--- config.mk ---
export PLATFORM = sky130hd
export DESIGN_NAME = alu_cmd_sched
export DESIGN_NICKNAME = d
export VERILOG_FILES = /design/src/rtl/alu_cmd_sched.sv
export SDC_FILE = /design/constraint.sdc
export NUM_CORES = 1
export LEC_CHECK = 0
export BUFFER_PORTS_ARGS = -buffer_cell sky130_fd_sc_hd__buf_2
export CORE_ASPECT_RATIO = 2
export CORE_MARGIN = 4
export CORE_UTILIZATION = 52
export CTS_CLUSTER_SIZE = 20
export DETAILED_ROUTE_END_ITERATION = 10
export PLACE_DENSITY = 0.76
export SLEW_MARGIN = 20
export SYNTH_ARGS = -nofsm -noshare
export SYNTH_HDL_FRONTEND = slang
export SYNTH_SLANG_ARGS = --single-unit
--- constraint.sdc ---
create_clock -name clk -period 2.45 [get_ports clk]
set_clock_uncertainty 0.2 [all_clocks]
set_input_delay 0.49 -clock clk [delete_from_list [all_inputs] [get_ports clk]]
set_output_delay 0.49 -clock clk [all_outputs]
set_load 0.05 [all_outputs]
--- src/rtl/alu_cmd_sched.sv ---
// alu_cmd_sched -- command scheduler for a shared 4-bit, 8-op combinational ALU.
//
// Accepts {A,B,op} commands on a valid/ready port into a small FIFO. Commands are issued
// one at a time to the external ALU. The block waits ALU_LAT cycles, captures the ALU
// result, and returns it on a valid/ready result port. The last completed result is also
// held for a 7-seg display decoder.
//
// Ports:
//   clk, rst                      clock (rising edge), asynchronous active-high reset
//   cmd_valid/cmd_ready           command handshake; cmd_ready is a registered "not full"
//   cmd_a, cmd_b, cmd_op          command operands and opcode
//   alu_a, alu_b, alu_op          operands held stable for the external ALU
//   alu_out                       external ALU result
//   res_valid/res_ready           result handshake
//   res_data, res_op              captured result and the opcode that produced it
//   disp_val                      last completed result, for the BCD 7-seg decoder
//   busy                          FSM active or FIFO non-empty
//   res_zero, res_ovf             (only with ALU_SCHED_FLAGS_EN) zero / signed add-sub overflow
//
// Build option: define ALU_SCHED_FLAGS_EN to add the res_zero/res_ovf flag outputs.
module alu_cmd_sched #(
  parameter int FIFO_DEPTH = 2,
  parameter int ALU_LAT    = 1
) (
  input  logic       clk,
  input  logic       rst,
  input  logic       cmd_valid,
  output logic       cmd_ready,
  input  logic [3:0] cmd_a,
  input  logic [3:0] cmd_b,
  input  logic [2:0] cmd_op,
  output logic [3:0] alu_a,
  output logic [3:0] alu_b,
  output logic [2:0] alu_op,
  input  logic [3:0] alu_out,
  output logic       res_valid,
  input  logic       res_ready,
  output logic [3:0] res_data,
  output logic [2:0] res_op,
  output logic [3:0] disp_val,
  output logic       busy
`ifdef ALU_SCHED_FLAGS_EN
  ,
  output logic       res_zero,
  output logic       res_ovf
`endif
);

  localparam int PW = (FIFO_DEPTH > 1) ? $clog2(FIFO_DEPTH) : 1;
  localparam int CW = $clog2(FIFO_DEPTH + 1);
  localparam int LW = (ALU_LAT > 1) ? $clog2(ALU_LAT) : 1;

  typedef enum logic [1:0] {IDLE, ISSUE, WAIT, DONE} state_t;

  state_t          state_q;
  logic [10:0]     mem_q [FIFO_DEPTH];
  logic [PW-1:0]   wr_ptr_q, rd_ptr_q;
  logic [CW-1:0]   count_q, count_d;
  logic            cmd_ready_q;
  logic [LW-1:0]   cnt_q;
  logic [3:0]      alu_a_q, alu_b_q;
  logic [2:0]      alu_op_q;
  logic            res_valid_q;
  logic [3:0]      res_data_q, disp_val_q;
  logic [2:0]      res_op_q;
  logic [10:0]     head;
  logic            push, pop;

  assign head = mem_q[rd_ptr_q];
  assign push = cmd_valid && cmd_ready_q;
  // A new command is taken either from IDLE or straight out of DONE on the result
  // handshake; the latter keeps back-to-back throughput at one result per ALU_LAT+2.
  assign pop  = (count_q != '0) &&
                ((state_q == IDLE) || ((state_q == DONE) && res_ready));
  assign count_d = count_q + CW'(push) - CW'(pop);

  // Payload storage carries no reset; validity is tracked by the pointers and count.
  always_ff @(posedge clk) begin
    if (push) mem_q[wr_ptr_q] <= {cmd_a, cmd_b, cmd_op};
  end

`ifdef ALU_SCHED_FLAGS_EN
  logic res_zero_q, res_ovf_q;
  logic [3:0] sum_w, diff_w;
  assign sum_w  = alu_a_q + alu_b_q;
  assign diff_w = alu_a_q - alu_b_q;

  // Signed 4-bit overflow, recomputed locally from the latched operands.
  function automatic logic ovf_f(input logic [3:0] a, input logic [3:0] b,
                                 input logic [2:0] op, input logic [3:0] s,
                                 input logic [3:0] d);
    case (op)
      3'b000:  ovf_f = (a[3] == b[3]) && (s[3] != a[3]);
      3'b001:  ovf_f = (a[3] != b[3]) && (d[3] != a[3]);
      default: ovf_f = 1'b0;
    endcase
  endfunction
`endif

  always_ff @(posedge clk or posedge rst) begin
    if (rst) begin
      state_q     <= IDLE;
      wr_ptr_q    <= '0;
      rd_ptr_q    <= '0;
      count_q     <= '0;
      cmd_ready_q <= 1'b0;
      cnt_q       <= '0;
      alu_a_q     <= '0;
      alu_b_q     <= '0;
      alu_op_q    <= '0;
      res_valid_q <= 1'b0;
      res_data_q  <= '0;
      res_op_q    <= '0;
      disp_val_q  <= '0;
`ifdef ALU_SCHED_FLAGS_EN
      res_zero_q  <= 1'b0;
      res_ovf_q   <= 1'b0;
`endif
    end else begin
      if (push) wr_ptr_q <= wr_ptr_q + 1'b1;
      if (pop)  rd_ptr_q <= rd_ptr_q + 1'b1;
      count_q     <= count_d;
      // Registered full flag: no same-cycle bypass when a pop frees a slot.
      cmd_ready_q <= (count_d < CW'(FIFO_DEPTH));

      // Operands stay put until the next issue so the display never flickers.
      if (pop) begin
        alu_a_q  <= head[10:7];
        alu_b_q  <= head[6:3];
        alu_op_q <= head[2:0];
      end

      case (state_q)
        IDLE: begin
          if (pop) state_q <= ISSUE;
        end
        ISSUE: begin
          cnt_q   <= LW'(ALU_LAT - 1);
          state_q <= WAIT;
        end
        WAIT: begin
          if (cnt_q == '0) begin
            res_data_q  <= alu_out;
            res_op_q    <= alu_op_q;
            disp_val_q  <= alu_out;
            res_valid_q <= 1'b1;
`ifdef ALU_SCHED_FLAGS_EN
            res_zero_q  <= (alu_out == 4'd0);
            res_ovf_q   <= ovf_f(alu_a_q, alu_b_q, alu_op_q, sum_w, diff_w);
`endif
            state_q     <= DONE;
          end else begin
            cnt_q <= cnt_q - 1'b1;
          end
        end
        DONE: begin
          if (res_ready) begin
            res_valid_q <= 1'b0;
            state_q     <= pop ? ISSUE : IDLE;
          end
        end
        default: state_q <= IDLE;
      endcase
    end
  end

  assign cmd_ready = cmd_ready_q;
  assign alu_a     = alu_a_q;
  assign alu_b     = alu_b_q;
  assign alu_op    = alu_op_q;
  assign res_valid = res_valid_q;
  assign res_data  = res_data_q;
  assign res_op    = res_op_q;
  assign disp_val  = disp_val_q;
  assign busy      = (state_q != IDLE) || (count_q != '0);
`ifdef ALU_SCHED_FLAGS_EN
  assign res_zero  = res_zero_q;
  assign res_ovf   = res_ovf_q;
`endif

endmodule

==> impl_metrics.yaml <==
sta:
  rsz0062_at_grt: "false"
  setup_slack_ps: 126
  setup_tns_ps: 0
  slew_headroom_pct: 64.2
  slew_viol_final: 0
  hold_viol: 0
  period_share_pct: 94.8
  worst_pin_slew_ps: 537
  fmax_mhz: 430
  finalSetupViolCount: 0
  fin_crit_ps: 2320
final_layout:
  fillCellCount: 284
  layout-drive-gt1-share_pct: 51.2
  fin_nets: 188
  fin_cells: 213
  stdcell_area_um2: 2260
  antennaDiodeCount: 0
  area_growth_pct: 17.3
synth:
  syn-num-nets: 142
  synth_area_per_cell_um2: 16.4
  syn_inst: 117
  synthDistinctLibCells: 23
  synth.cell_area_um2: 1920
  ys_ff_latch: 48
  yosysWarnings: 0
  ys_seq_area_share_pct: 68.1
place:
  post_dp_cell_area_um2: 2180
  gp_congestion: 0.752
  post-place-ws_ps: 301
  dpl.cell_count: 205
  dp_hpwl_um: 2330
  io_buffers: 43
die:
  die_w_um: 51.0
  row_count: 31
  dieArea_um2: 4800
  die_h_um: 94.0
  core-area_um2: 3610
  start_util_pct: 53.3
  boundaryPins: 44
clock_tree:
  cts_resized: 0
  cts_setup_buffers: 0
  cts_max_level: 2
  cts-root-buf: "clkbuf_8"
  clk_pin_slew_ps: 80
  cts-buffers-inserted: 5
  clock_tree.buffer_depth: 2
  insertion_delay_ps: 290
  hold_buffers: 0
  cts_sinks: 48
  cts_tree: "done"
global_routing:
  grt_overflow: 0
  grt_pass1_vias: 1118
  grt_max_degree: 27
  grt_first_pass_wirelength_um: 4930
  antenna_found_initial: 0
  globalRouteTotalUtil_pct: 14.3
route:
  drtIter0Drc: 18
  drt-met1-wl_um: 1140
  wl_met3_um: 159
  wl_met2_um: 1720
  drc: 0
  dr_total_vias: 1056
  dr.max_layer_used: "met4"
  firstDrtPassIters: 4
  viasPerCell: 4.96
  ant_nets: 0
  totalWireLength_um: 3110
  wl_per_cell_um: 14.6
worst_setup_path:
  crit_type: "reg -> out"
  arrival_ps: 1630
  start_kind: "flop"
  critPathCaptureType: "output pin"
  path_max_fanout: 4
  r2r_slack_ps: 310
  cp.required_ps: 1760
job:
  cap_violations: 0
status:
  status: "complete, no violations"
min_path:
  hp-class: "in -> async"
-- routing by layer --
| layer | vias to the layer above | track usage, % |
|---|---|---|
| met4 | 0 | 8.31 |
| met3 | 8 | 2.86 |
| li1 | 498 | - |
| met1 | 515 | 15.0 |
| met5 | - | 0 |
| met2 | 35 | 25.5 |
-- final timing paths --
check	start	to	cells after the start
max	state_q[0]	busy	4
min	rst	disp_val[3]	3
max reg2reg	state_q[0]	count_q[1]	10
min reg2reg	res_op[2]	res_op[2]	1
min in group clk	cmd_op[1]	mem_q[1][1]	1
max in group asynchronous	rst	alu_b[0]	3
-- cell type report --
| cell class | instances | area [µm²] | area share (%) |
|---|---|---|---|
| multi-input cells | 55 | 541 | 23.9 |
| repair buffers | 46 | 238 | 10.5 |
| inverters | 7 | 26.3 | 1.16 |
| clock buffers | 7 | 76.3 | 3.38 |
| well taps | 49 | 61.3 | 2.72 |
| flip-flops and latches | 48 | 1310 | 58.1 |
| clock inverters | 1 | 3.75 | 0.166 |
-- worst max-delay path, cell delays in order (launching register included) --
cell,delay [ps]
dfrtp_1,420
inv_1,130
ha_1,190
or3b_4,390
buf_2,220
-- placed cells by master, fill, tap and decap left out, drive strengths merged --
master / n
a41oi: 1
mux2: 30
xor2: 2
nor2: 4
clkinv: 1
xnor2: 2
nand2b: 1
nand2: 1
or3b: 1
o21ai: 1
or2: 1
clkbuf: 7
a21oi: 1
a31oi: 1
dfrtp: 26
ha: 6
and3: 1
edfxtp: 22
buf: 46
and2: 1
inv: 7
o22ai: 1
-- registers in the layout, summed over array words and instances (netlist names) --
register	count
res_op	3
wr_ptr_q	1
alu_b	4
alu_op	3
alu_a	4
res_valid	1
disp_val	4
rd_ptr_q	1
state_q	2
count_q	2
mem_q	22
cmd_ready	1
-- metrics by stage --
stage,utilization [%],hold WS [ps]
after floorplan,-,261
after global placement,60.4,287
after detailed placement,60.4,290
after CTS,62.6,47.2
after global routing,62.6,60.5
final,62.6,44.1
-- kinds of logic (layout without fill, tap and decap cells) --
family	count (synthesis)	after routing	share of synthesized area, %
AO/OA/AOI/OAI	5	5	1.63
XOR/XNOR	4	4	1.82
adder cells (fa/ha/maj)	6	6	3.90
buffers and inverters	14	61	3.77
flip-flops	48	48	68.1
multiplexers	30	30	17.7
AND/OR/NAND/NOR	10	10	2.99
-- Yosys cell counts --
library cell  instances  area [µm²]
or3b_4                1        11.3
a21oi_1               1        5.00
mux2_4                1        15.0
a41oi_1               1        8.76
dfrtp_1              26         651
or2_2                 1        6.26
inv_1                 7        26.3
clkbuf_1              1        3.75
xnor2_1               2        17.5
xor2_1                2        17.5
buf_2                 1        5.00
nand2_1               1        3.75
a31oi_1               1        6.26
edfxtp_1             22         661
o22ai_1               1        6.26
ha_1                  6        75.1
nor2_1                4        15.0
nand2b_1              1        6.26
o21ai_0               1        5.00
and3_1                1        6.26
buf_4                 5        37.5
mux2_2               29         327
and2_4                1        8.76
Power is left out: the tool's default activity adds up to more than one toggle a clock period on the data nets, which glitch-free logic cannot reach.
